--- src/rtl/layer_compositor_pkg.sv ---
// layer_compositor_pkg: shared types and helpers for the layer priority compositor.
package layer_compositor_pkg;
  localparam int MAX_LAYERS = 16;
  typedef logic [3:0] layer_id_t;
  typedef layer_id_t [MAX_LAYERS-1:0] prio_table_t;
  function automatic int idx_w(input int n);
    return (n < 2) ? 1 : $clog2(n);
  endfunction
  function automatic prio_table_t identity_table();
    prio_table_t t;
    for (int s = 0; s < MAX_LAYERS; s++) t[s] = layer_id_t'(s);
    return t;
  endfunction
endpackage

--- src/rtl/layer_priority_compositor_if.sv ---
// layer_priority_compositor_if: pixel stream, priority-table port and composited output.
interface layer_priority_compositor_if
  import layer_compositor_pkg::*;
#(
  parameter int NUM_LAYERS = 8,
  parameter int RGB_W = 8
);
  localparam int IDX_W = idx_w(NUM_LAYERS);
  logic pixel_valid;
  logic start_of_frame;
  logic [NUM_LAYERS-1:0] dr_in;
  logic [NUM_LAYERS*RGB_W-1:0] rgb_in;
  logic [NUM_LAYERS-1:0] layer_en;
  logic prio_wr_en;
  logic [IDX_W-1:0] prio_wr_slot;
  logic [IDX_W-1:0] prio_wr_layer;
  logic drawing_request;
  logic [RGB_W-1:0] rgb_out;
  logic [IDX_W-1:0] winner_id;
  logic pixel_valid_out;
  logic [NUM_LAYERS-1:0] overlap_flags;
  modport master (
    output pixel_valid, start_of_frame, dr_in, rgb_in, layer_en,
           prio_wr_en, prio_wr_slot, prio_wr_layer,
    input  drawing_request, rgb_out, winner_id, pixel_valid_out, overlap_flags
  );
  modport slave (
    input  pixel_valid, start_of_frame, dr_in, rgb_in, layer_en,
           prio_wr_en, prio_wr_slot, prio_wr_layer,
    output drawing_request, rgb_out, winner_id, pixel_valid_out, overlap_flags
  );
endinterface

--- src/rtl/layer_priority_compositor_priority_select.sv ---
// priority_select: first table slot whose layer has an effective request wins.
module priority_select
  import layer_compositor_pkg::*;
#(
  parameter int NUM_LAYERS = 8,
  localparam int IDX_W = idx_w(NUM_LAYERS)
) (
  input  logic [NUM_LAYERS-1:0] eff,
  input  logic [NUM_LAYERS-1:0][IDX_W-1:0] tbl,
  output logic win,
  output logic [IDX_W-1:0] winner_id
);
  // Scan from the lowest rank upward so the highest-priority slot overrides.
  always_comb begin
    win = 1'b0;
    winner_id = '0;
    for (int s = NUM_LAYERS - 1; s >= 0; s--) begin
      if (eff[tbl[s]]) begin
        win = 1'b1;
        winner_id = tbl[s];
      end
    end
  end
endmodule

--- src/rtl/layer_priority_compositor.sv ---
// layer_priority_compositor: programmable-priority layer mux with colour key and overlap flags.
module layer_priority_compositor
  import layer_compositor_pkg::*;
#(
  parameter int NUM_LAYERS = 8,
  parameter int RGB_W = 8,
  parameter logic [RGB_W-1:0] TRANSP_KEY = RGB_W'(8'hFF),
  parameter bit TRANSP_EN = 1'b1,
  parameter logic [RGB_W-1:0] BG_COLOR = '0
) (
  input logic clk,
  input logic reset,
  layer_priority_compositor_if.slave bus
);
  localparam int IDX_W = idx_w(NUM_LAYERS);
  localparam prio_table_t ID_TBL = identity_table();
  logic [NUM_LAYERS-1:0][IDX_W-1:0] tbl;
  logic [NUM_LAYERS-1:0] eff;
  logic win, multi;
  logic [IDX_W-1:0] win_id;
  always_comb begin
    eff = '0;
    for (int k = 0; k < NUM_LAYERS; k++)
      eff[k] = bus.dr_in[k] & bus.layer_en[k] &
               !(TRANSP_EN && bus.rgb_in[k*RGB_W +: RGB_W] == TRANSP_KEY);
  end
  assign multi = (eff & (eff - 1'b1)) != '0;
  priority_select #(.NUM_LAYERS(NUM_LAYERS)) u_sel (
    .eff(eff),
    .tbl(tbl),
    .win(win),
    .winner_id(win_id)
  );
  always_ff @(posedge clk or posedge reset) begin
    if (reset) begin
      for (int s = 0; s < NUM_LAYERS; s++) tbl[s] <= ID_TBL[s][IDX_W-1:0];
      bus.drawing_request <= 1'b0;
      bus.rgb_out <= BG_COLOR;
      bus.winner_id <= '0;
      bus.pixel_valid_out <= 1'b0;
      bus.overlap_flags <= '0;
    end else begin
      bus.pixel_valid_out <= bus.pixel_valid;
      if (bus.prio_wr_en && int'(bus.prio_wr_slot) < NUM_LAYERS && int'(bus.prio_wr_layer) < NUM_LAYERS)
        tbl[bus.prio_wr_slot] <= bus.prio_wr_layer;
      if (bus.pixel_valid) begin
        bus.drawing_request <= win;
        bus.rgb_out <= win ? bus.rgb_in[int'(win_id)*RGB_W +: RGB_W] : BG_COLOR;
        bus.winner_id <= win ? win_id : '0;
      end
      // Frame clear takes effect before this pixel's overlap bits are merged in.
      bus.overlap_flags <= (bus.start_of_frame ? '0 : bus.overlap_flags) |
                           ((bus.pixel_valid && multi) ? eff : '0);
    end
  end
endmodule
--- src/flat_wrapper.sv ---
// flat-port wrapper written by rule: the top's interface ports become plain ports
module layer_priority_compositor_flat import layer_compositor_pkg::*;
#(
  parameter int NUM_LAYERS = 8,
  parameter int RGB_W = 8,
  parameter logic [RGB_W-1:0] TRANSP_KEY = RGB_W'(8'hFF),
  parameter bit TRANSP_EN = 1'b1,
  parameter logic [RGB_W-1:0] BG_COLOR = '0
)
  (clk, reset, bus_pixel_valid, bus_start_of_frame, bus_dr_in, bus_rgb_in, bus_layer_en, bus_prio_wr_en, bus_prio_wr_slot, bus_prio_wr_layer, bus_drawing_request, bus_rgb_out, bus_winner_id, bus_pixel_valid_out, bus_overlap_flags);
  layer_priority_compositor_if #(.NUM_LAYERS(NUM_LAYERS), .RGB_W(RGB_W)) bus_i ();
  input logic clk;
  input logic reset;
  input wire logic [$bits(bus_i.pixel_valid)-1:0] bus_pixel_valid;
  input wire logic [$bits(bus_i.start_of_frame)-1:0] bus_start_of_frame;
  input wire logic [$bits(bus_i.dr_in)-1:0] bus_dr_in;
  input wire logic [$bits(bus_i.rgb_in)-1:0] bus_rgb_in;
  input wire logic [$bits(bus_i.layer_en)-1:0] bus_layer_en;
  input wire logic [$bits(bus_i.prio_wr_en)-1:0] bus_prio_wr_en;
  input wire logic [$bits(bus_i.prio_wr_slot)-1:0] bus_prio_wr_slot;
  input wire logic [$bits(bus_i.prio_wr_layer)-1:0] bus_prio_wr_layer;
  output wire logic [$bits(bus_i.drawing_request)-1:0] bus_drawing_request;
  output wire logic [$bits(bus_i.rgb_out)-1:0] bus_rgb_out;
  output wire logic [$bits(bus_i.winner_id)-1:0] bus_winner_id;
  output wire logic [$bits(bus_i.pixel_valid_out)-1:0] bus_pixel_valid_out;
  output wire logic [$bits(bus_i.overlap_flags)-1:0] bus_overlap_flags;
  assign bus_i.pixel_valid = bus_pixel_valid;
  assign bus_i.start_of_frame = bus_start_of_frame;
  assign bus_i.dr_in = bus_dr_in;
  assign bus_i.rgb_in = bus_rgb_in;
  assign bus_i.layer_en = bus_layer_en;
  assign bus_i.prio_wr_en = bus_prio_wr_en;
  assign bus_i.prio_wr_slot = bus_prio_wr_slot;
  assign bus_i.prio_wr_layer = bus_prio_wr_layer;
  assign bus_drawing_request = bus_i.drawing_request;
  assign bus_rgb_out = bus_i.rgb_out;
  assign bus_winner_id = bus_i.winner_id;
  assign bus_pixel_valid_out = bus_i.pixel_valid_out;
  assign bus_overlap_flags = bus_i.overlap_flags;
  layer_priority_compositor #(.NUM_LAYERS(NUM_LAYERS), .RGB_W(RGB_W), .TRANSP_KEY(TRANSP_KEY), .TRANSP_EN(TRANSP_EN), .BG_COLOR(BG_COLOR)) u_core (.clk(clk), .reset(reset), .bus(bus_i));
endmodule
--- config.mk ---
export PLATFORM = sky130hd
export DESIGN_NAME = layer_priority_compositor_flat
export DESIGN_NICKNAME = d
export VERILOG_FILES = /design/src/rtl/layer_compositor_pkg.sv /design/src/rtl/layer_priority_compositor_if.sv /design/src/rtl/layer_priority_compositor_priority_select.sv /design/src/rtl/layer_priority_compositor.sv /design/src/flat_wrapper.sv
export SDC_FILE = /design/constraint.sdc
export NUM_CORES = 1
export LEC_CHECK = 0
export BUFFER_PORTS_ARGS = -buffer_cell sky130_fd_sc_hd__buf_2
export CAP_MARGIN = 25
export CORE_MARGIN = 10
export CORE_UTILIZATION = 30
export CTS_BUF_LIST = sky130_fd_sc_hd__clkbuf_4
export DETAILED_ROUTE_END_ITERATION = 12
export SYNTH_ARGS = -nofsm -noshare
export SYNTH_HDL_FRONTEND = slang
export SYNTH_HIERARCHICAL = 1
export SYNTH_SLANG_ARGS = --single-unit
--- constraint.sdc ---
create_clock -name clk -period 11.2 [get_ports clk]
set_clock_uncertainty 0.15 [all_clocks]
set_input_delay 1.12 -clock clk [delete_from_list [all_inputs] [get_ports clk]]
set_output_delay 1.12 -clock clk [all_outputs]
set_load 0.05 [all_outputs]
==> results.json, run 1 <==
{
  "grt_pass1_vias": 3292,
  "die_area_mm2": 0.0161,
  "overflow": 0,
  "cts_buffers": 5,
  "totalNegativeSetupSlack_ps": 0,
  "clk_latency_ps": 370,
  "die-width_um": 127,
  "drive_above_1_share_pct": 49.6,
  "dr.pass1.iters": 4,
  "post-cts-setup-buffer-count": 0,
  "grt_pass1_wl_um": 18400,
  "final_nets": 493,
  "power_leakage_nw": 1.86,
  "min_period_over_period_pct": 44.8,
  "setup.worst_path.end_class": "flop",
  "syn_inst": 294,
  "synth_ff_type": "dfrtp_1",
  "numPortBuffers": 111,
  "antenna_found_initial": 1,
  "drt_iter0_drc": 250,
  "ir_drop_uv": 96.1,
  "clock-sinks": 45,
  "crit_fanout": 17,
  "start_util_pct": 30.4,
  "power_density_mw_per_mm2": 197,
  "final_common_cell": "buf_2",
  "path_class": "in -> reg",
  "fin_crit_ps": 5020,
  "relSlewSlack_pct": 21.1,
  "status": "completed",
  "track_usage_pct": 14.0,
  "tightest_slew_ps": 1180,
  "cts_tree": "yes",
  "wl_per_cell_um": 21.4,
  "post-route-drc-count": 0,
  "clockRootBuffer": "clkbuf_4",
  "ff2ff_path_depth": 9,
  "startpoint_type": "primary input",
  "finalHoldViolations": 0,
  "area_growth_pct": 22.5,
  "setup_viol": 0,
  "syn_nets": 385,
  "async_flop_share_pct": 100,
  "slew_viol_final": 0,
  "yosys_warnings": 6,
  "reg2reg_from": "u_core/tbl[15]$_DFFE_PP1P_",
  "gp_congestion": 0.916,
  "most-common-layout-cells": "111 x buf_2, 33 x dfrtp_1, 25 x mux2_2, 25 x inv_1, 25 x mux4_2",
  "hold_start": "u_core/bus.overlap_flags[2]$_DFF_PP0_",
  "vias": 3048,
  "rsz0062_at_grt": "false",
  "ys_ff_latch": 45,
  "netlist_area_mm2": 0.00344,
  "clock_path_buffers": 2,
  "ant_nets": 0,
  "die-height_um": 127,
  "synth_edf_count": 0,
  "hold_path_end": "u_core/bus.overlap_flags[2]$_DFF_PP0_",
  "setup_slack_ps": 6180,
  "reg2reg_to": "u_core/bus.rgb_out[2]$_DFFE_PP0P_",
  "ctsResizeCount": 0,
  "finish.instance_area_mm2": 0.00421,
  "via_per_inst": 5.57,
  "max_freq_mhz": 199,
  "worstPathRequired_ps": 11300,
  "r2r_slack_ps": 7290,
  "rows": 39,
  "io_pins": 112,
  "final_cells": 547,
  "core_area_mm2": 0.0113,
  "dp_cells": 537,
  "finish.utilization_pct": 37.2,
  "clk_pin_slew_ps": 130,
  "wl_um": 11700,
  "drv_cap": 0,
  "dpl_worst_slack_ps": 5870,
  "hold_class": "reg -> reg",
  "holdBufCountCts": 0,
  "dp_hpwl_um": 9400,
  "yosysSeqAreaShare_pct": 33.2,
  "yosysUniqueCellTypes": 61,
  "place_area_mm2": 0.00411,
  "h-tree-depth": 2,
  "avgSynthCellArea_um2": 11.7,
  "grt_max_degree": 46,
  "crit_arrival_ps": 5120,
  "hold-path-cell-count": 1
}
==> metal layers <==
metal	vias up	global-route usage (%)	routed length, um
met5	-	0	0
met2	121	24.5	6030
met4	0	5.89	389
li1	1397	-	-
met3	28	2.11	668
met1	1502	16.7	4640
==> through the flow <==
stage               hold slack (ps)  total power, W
floorplan                       324        0.000613
CTS                             355        0.000833
global route                    366        0.000879
finish                          348        0.000830
detailed placement              324        0.000727
global placement                322        0.000723
==> sequential cells by signal (all words and copies together), names as in the netlist <==
signal / count
u_core/tbl: 24
u_core/bus.overlap_flags: 8
u_core/bus.rgb_out: 8
u_core/bus.winner_id: 3
u_core/bus.drawing_request: 1
u_core/bus.pixel_valid_out: 1
==> power by group <==
part | total [W] | switching, W | leakage, nW | internal, W
registers | 0.000257 | 0.0000451 | 0.536 | 0.000212
logic | 0.000470 | 0.000261 | 1.28 | 0.000209
clock network | 0.000103 | 0.0000543 | 0.0433 | 0.0000489
total | 0.000830 | 0.000361 | 1.86 | 0.000470
==> worst max-delay path by stage <==
stage | from | end | slack [ps]
floorplan | bus_rgb_in[22] | u_core/bus.rgb_out[0]$_DFFE_PP0P_ | 6480
global placement | bus_rgb_in[6] | u_core/bus.rgb_out[1]$_DFFE_PP0P_ | 5880
detailed placement | bus_rgb_in[6] | u_core/bus.rgb_out[1]$_DFFE_PP0P_ | 5870
CTS | bus_rgb_in[6] | u_core/bus.rgb_out[1]$_DFFE_PP0P_ | 6260
global route | bus_rgb_in[7] | u_core/bus.rgb_out[3]$_DFFE_PP0P_ | 5940
finish | bus_rgb_in[7] | u_core/bus.rgb_out[2]$_DFFE_PP0P_ | 6180
==> cells by family (layout without fill, tap and decap cells) <==
group,after synthesis,in the layout,synth area share (%)
simple gates,73,73,12.5
mux,76,76,35.5
fa+ha+maj,1,1,0.327
compound gates,61,61,13.6
other cells,0,1,0
buf+inv,38,147,4.88
flops,45,45,33.2
==> Yosys cell counts (2+ instances only) <==
master / number / share of area [%]
dfrtp_1: 33 / 24
inv_1: 26 / 2.8
mux2_2: 25 / 8.2
mux4_2: 25 / 16
nand4_1: 20 / 3.6
mux2i_1: 17 / 4.9
o22ai_1: 13 / 2.4
dfstp_2: 12 / 9.2
nand2_1: 10 / 1.1
nor2_1: 9 / 0.98
nand2b_1: 7 / 1.3
o211ai_1: 7 / 1.5
o21ai_0: 7 / 1.0
o2bb2ai_1: 7 / 1.8
mux4_1: 6 / 4.6
clkbuf_1: 5 / 0.55
a21oi_1: 4 / 0.58
nor3_1: 4 / 0.58
o211a_1: 4 / 1.2
buf_2: 3 / 0.44
nand3_1: 3 / 0.44
nand4b_1: 3 / 0.76
a211oi_2: 2 / 0.73
a22o_1: 2 / 0.51
nor3b_1: 2 / 0.44
o221ai_1: 2 / 0.51
or4_1: 2 / 0.44
==> critical path, cell delays in order <==
cell and delay, ps:
buf_2 110, nand4_1 100, o211ai_1 460, inv_1 290, mux4_2 550, mux2i_4 190, or4_1 130, o211ai_1 90
a22o_1 260, a22oi_2 890, mux4_2 660, mux2i_1 160, o22ai_1 80
==> cell type report <==
class	instances	area, um2
Timing Repair Buffer	113	583
Clock inverter	2	33.8
Multi-Input combinational cell	211	2130
Inverter	26	97.6
Tap cell	143	179
Fill cell	1130	7110
Sequential cell	45	1140
Antenna cell	1	2.50
Clock buffer	6	45.0
Power figures use the tool's default switching activity.
==> run 2, diff against run 1 <==
- ABC_AREA: not set -> 1
- clock period: 11.2 -> 4.22 ns (I/O delays scaled with it)
==> results.json, run 2 <==
{
  "final_common_cell": "nand2_1",
  "dp_hpwl_um": 10000,
  "final_cells": 817,
  "power_leakage_nw": 2.27,
  "crit_path_frequent_cell": "nand2_1",
  "rows": 38,
  "grt_max_degree": 46,
  "yosysSeqAreaShare_pct": 33.5,
  "crit_arrival_ps": 3100,
  "synth_top_area_share_pct": 24.3,
  "clock-sinks": 45,
  "syn_nets": 654,
  "yosysUniqueCellTypes": 24,
  "async_flop_share_pct": 100,
  "most-common-layout-cells": "205 x nand2_1, 111 x buf_2, 66 x o21ai_0, 58 x nor2_1, 40 x inv_1",
  "relSlewSlack_pct": 56.4,
  "setup_slack_ps": 1280,
  "gp_congestion": 0.886,
  "grt_pass1_wl_um": 20000,
  "ff2ff_path_depth": 18,
  "setup.worst_path.end_class": "flop",
  "worstPathRequired_ps": 4390,
  "dpl_worst_slack_ps": 969,
  "reg2reg_to": "u_core/bus.rgb_out[6]$_DFFE_PP0P_",
  "wl_per_cell_um": 15.1,
  "reg2reg_from": "u_core/tbl[15]$_DFFE_PP1P_",
  "final_nets": 766,
  "slew_viol_final": 0,
  "grt_pass1_vias": 4099,
  "drt_iter0_drc": 255,
  "tightest_slew_ps": 649,
  "min_period_over_period_pct": 69.6,
  "syn_inst": 563,
  "numPortBuffers": 111,
  "clock_path_buffers": 2,
  "cts_buffers": 5,
  "post-cts-setup-buffer-count": 0,
  "ant_nets": 0,
  "ctsResizeCount": 0,
  "max_freq_mhz": 340,
  "finalHoldViolations": 0,
  "top_register": "u_core/tbl",
  "antenna_found_initial": 1,
  "largest_reg_flops": 24,
  "cts_tree": "yes",
  "ir_drop_uv": 430,
  "synth_edf_count": 0,
  "holdWs_ps": 20.0,
  "area_growth_pct": 23.5,
  "holdBufCountCts": 0,
  "drive_above_1_share_pct": 24.6,
  "reg_top3": "u_core/tbl: 24 flops, u_core/bus.overlap_flags: 8 flops, u_core/bus.rgb_out: 8 flops",
  "core_area_mm2": 0.0110,
  "power_density_mw_per_mm2": 525,
  "netlist.top_cell.by_area": "dfrtp_1",
  "yosys_warnings": 6,
  "netlist_area_mm2": 0.00340,
  "synthMostInstantiatedCell": "nand2_1",
  "synth_area_leaders": "dfrtp_1 24%, nand2_1 23%, o21ai_0 9.7%",
  "synth_ff_type": "dfrtp_1",
  "dp_cells": 808,
  "hold_class": "in -> async",
  "clockRootBuffer": "clkbuf_4",
  "clk_pin_slew_ps": 150,
  "h-tree-depth": 2,
  "overflow": 0,
  "die-height_um": 127,
  "avgSynthCellArea_um2": 6.05,
  "post-route-drc-count": 0,
  "startpoint_type": "primary input",
  "synth_common_cells": "205 x nand2_1, 66 x o21ai_0, 58 x nor2_1",
  "fin_crit_ps": 2940,
  "status": "completed",
  "crit_slowest_cell": "inv_1",
  "path_class": "in -> reg",
  "totalNegativeSetupSlack_ps": 0,
  "setup_viol": 0,
  "wl_um": 12300,
  "rsz0062_at_grt": "false",
  "die-width_um": 127,
  "max_stage_delay_ps": 360,
  "drv_cap": 0,
  "ys_ff_latch": 45,
  "r2r_slack_ps": 1530,
  "start_util_pct": 31.0,
  "crit_fanout": 17,
  "via_per_inst": 4.95,
  "io_pins": 112,
  "track_usage_pct": 14.9,
  "die_area_mm2": 0.0160,
  "clk_latency_ps": 350,
  "vias": 4044,
  "dr.pass1.iters": 5
}
-- run 2: final cells by class --
cell class / count / area [um2]
Sequential cell: 45 / 1140
Clock buffer: 5 / 37.5
Antenna cell: 1 / 2.50
Multi-Input combinational cell: 452 / 2010
Fill cell: 1223 / 6780
Clock inverter: 3 / 41.3
Inverter: 55 / 206
Tap cell: 140 / 175
Timing Repair Buffer: 116 / 593
-- run 2: cell families (layout without fill, tap and decap cells) --
family / after synthesis / in the layout / synth area share (%)
and+or+nand+nor: 318 / 318 / 38.0
AOI/OAI and AO/OA: 134 / 134 / 20.9
buffers and inverters: 66 / 179 / 7.53
DFF: 45 / 45 / 33.5
other: 0 / 1 / 0
-- run 2: per-layer routing --
layer / part of all wire (%) / vias to the layer above / GRT usage [%]
li1: - / 2060 / -
met1: 43 / 1844 / 17.8
met2: 50 / 116 / 26.1
met3: 5.0 / 24 / 3.08
met4: 1.9 / 0 / 4.29
met5: 0 / - / 0
-- run 2: power breakdown --
part | total [W] | internal, W | switching, W
Clock | 0.000266 | 0.000123 | 0.000143
Sequential | 0.000656 | 0.000552 | 0.000105
Combinational | 0.00129 | 0.000398 | 0.000887
Total | 0.00221 | 0.00107 | 0.00114
-- run 2: metrics by stage --
stage                     total power (W)  util, %  area [um2]
final                             0.00221     38.3        4200
after global routing              0.00240     38.3        4200
after CTS                         0.00221     38.3        4200
after global placement            0.00193     37.5        4120
after floorplan                   0.00158        -        3400
after detailed placement          0.00194     37.5        4120
-- run 2: worst max path at each step --
stage | cells after the start | end | start
floorplan | 24 | u_core/bus.rgb_out[0]$_DFFE_PP0P_ | bus_rgb_in[57]
global placement | 25 | u_core/bus.rgb_out[3]$_DFFE_PP0P_ | bus_rgb_in[5]
detailed placement | 25 | u_core/bus.rgb_out[1]$_DFFE_PP0P_ | bus_rgb_in[5]
CTS | 25 | u_core/bus.rgb_out[1]$_DFFE_PP0P_ | bus_rgb_in[5]
global route | 25 | u_core/bus.rgb_out[2]$_DFFE_PP0P_ | bus_rgb_in[7]
finish | 25 | u_core/bus.rgb_out[6]$_DFFE_PP0P_ | bus_rgb_in[5]
-- run 2: worst max-delay path: cells and delay by family --
kind	cells	cell delay, ps
simple gates	18	1370
buf+inv	4	760
compound gates	3	540
==> run 3, diff against run 2 <==
- clock period: 4.22 -> 2.9 ns (I/O delays scaled with it)
==> results.json, run 3 (same netlist as run 2, synthesis figures left out) <==
{
  "die_area_mm2": 0.0160,
  "gp_congestion": 0.907,
  "largest_reg_flops": 24,
  "track_usage_pct": 15.6,
  "io_pins": 112,
  "ir_drop_uv": 786,
  "final_common_cell": "nand2_1",
  "reg2reg_to": "u_core/bus.rgb_out[2]$_DFFE_PP0P_",
  "setup_viol": 0,
  "slew_viol_final": 0,
  "rows": 38,
  "overflow": 0,
  "core_area_mm2": 0.0110,
  "dr.pass1.iters": 5,
  "path_buf_inv": 6,
  "hold_class": "in -> reg",
  "final_cells": 842,
  "h-tree-depth": 2,
  "wl_per_cell_um": 15.5,
  "cpLargestDelayFamily": "simple AND/OR/NAND/NOR gates",
  "dp_hpwl_um": 10800,
  "die-height_um": 127,
  "status": "completed",
  "clk_latency_ps": 380,
  "clockRootBuffer": "clkbuf_4",
  "worstSetupEndpoint": "u_core/bus.rgb_out[2]$_DFFE_PP0P_",
  "power_density_mw_per_mm2": 768,
  "totalNegativeSetupSlack_ps": 0,
  "wl_um": 13100,
  "finalHoldViolations": 0,
  "vias": 4203,
  "worstPathRequired_ps": 3030,
  "max_stage_delay_ps": 310,
  "max_freq_mhz": 375,
  "hold-path-cell-count": 4,
  "grt_pass1_wl_um": 20900,
  "area_growth_pct": 29.5,
  "reg_top3": "u_core/tbl: 24 flops, u_core/bus.overlap_flags: 8 flops, u_core/bus.rgb_out: 8 flops",
  "tightest_slew_ps": 809,
  "clock_path_buffers": 2,
  "post-cts-setup-buffer-count": 0,
  "crit_fanout": 19,
  "drt_iter0_drc": 289,
  "startpoint_type": "primary input",
  "reg2reg_from": "u_core/tbl[21]$_DFFE_PP1P_",
  "top_register": "u_core/tbl",
  "via_per_inst": 4.99,
  "cp_num_cells": 27,
  "post-route-drc-count": 0,
  "antenna_found_initial": 0,
  "die-width_um": 127,
  "crit_slowest_cell": "o21ai_0",
  "dp_cells": 832,
  "path_class": "in -> reg",
  "crit_start": "bus_rgb_in[17]",
  "r2r_slack_ps": 230,
  "finish.instance_area_mm2": 0.00441,
  "setup.worst_path.end_class": "flop",
  "power_leakage_nw": 2.40,
  "rsz0062_at_grt": "false",
  "cts_buffers": 5,
  "grt_pass1_vias": 4168,
  "drive_above_1_share_pct": 27.4,
  "grt_max_degree": 33,
  "holdWs_ps": 115,
  "relSlewSlack_pct": 45.7,
  "ff2ff_path_depth": 20,
  "clk_pin_slew_ps": 140,
  "crit_arrival_ps": 2800,
  "final_nets": 792,
  "ant_nets": 0,
  "most-common-layout-cells": "205 x nand2_1, 111 x buf_2, 66 x o21ai_0, 58 x nor2_1, 40 x inv_1",
  "diodes": 0,
  "clock-sinks": 45,
  "drv_cap": 0,
  "crit_path_frequent_cell": "nand2_1",
  "numPortBuffers": 111,
  "fin_crit_ps": 2670,
  "place_area_mm2": 0.00430,
  "cts_tree": "yes",
  "start_util_pct": 31.0,
  "min_period_over_period_pct": 92.0
}
-- run 3: worst min-delay path by stage --
stage                                   from                                    end  slack, ps
final                     bus_start_of_frame  u_core/bus.overlap_flags[4]$_DFF_PP0_        110
after floorplan              bus_pixel_valid   u_core/bus.pixel_valid_out$_DFF_PP0_        170
after detailed placement               reset             u_core/tbl[16]$_DFFE_PP0P_        230
after global placement                 reset             u_core/tbl[16]$_DFFE_PP0P_        210
after global routing      bus_start_of_frame  u_core/bus.overlap_flags[5]$_DFF_PP0_        130
after CTS                 bus_start_of_frame  u_core/bus.overlap_flags[4]$_DFF_PP0_        100
-- run 3: worst register-to-register path, stage by stage, from the launching register on --
cell,delay [ps]
dfstp_2,630
inv_2,60
nand2_1,80
nand3_1,70
nand2_1,70
nand2_2,60
nand2_2,90
nand3_1,90
nand2_1,70
nand2_1,50
nand2_1,50
nand2_1,40
nand2_1,50
nand2_1,40
nand2_1,70
inv_1,60
buf_4,190
o21ai_0,320
o22ai_2,150
nand2_1,100
nand3_1,70
-- run 3: area by class of cell --
cell class	count	area, um2
Clock buffer	6	45.0
Clock inverter	2	35.0
Fill cell	1223	6570
Inverter	55	206
Multi-Input combinational cell	452	2010
Sequential cell	45	1140
Tap cell	140	175
Timing Repair Buffer	142	793
-- run 3: metal layers --
layer	track usage [%]	part of all wire [%]
met5	0	0
met1	18.5	43
met4	3.82	1.5
met2	27.6	50
met3	3.58	5.1
-- run 3: where the power goes --
part | switching, W | leakage, nW | internal (W) | total [W]
combinational | 0.00136 | 1.81 | 0.000679 | 0.00204
clock | 0.000210 | 0.0456 | 0.000190 | 0.000400
sequential | 0.000143 | 0.543 | 0.000802 | 0.000945
-- run 3: timing repair --
action	in CTS	in global routing
resized for setup	0	1
setup endpoints to repair	0	1
hold buffers	2	0
endpoints found under the hold margin	19	0
-- run 3: stage by stage --
step           power [W]  worst slack (ps)  util [%]
2_1_floorplan    0.00230               352         -
3_3_place_gp     0.00296              -163      39.2
3_5_place_dp     0.00296              -106      39.2
4_1_cts          0.00338               282      40.1
5_1_grt          0.00368              15.2      40.1
6_report         0.00338               231      40.1
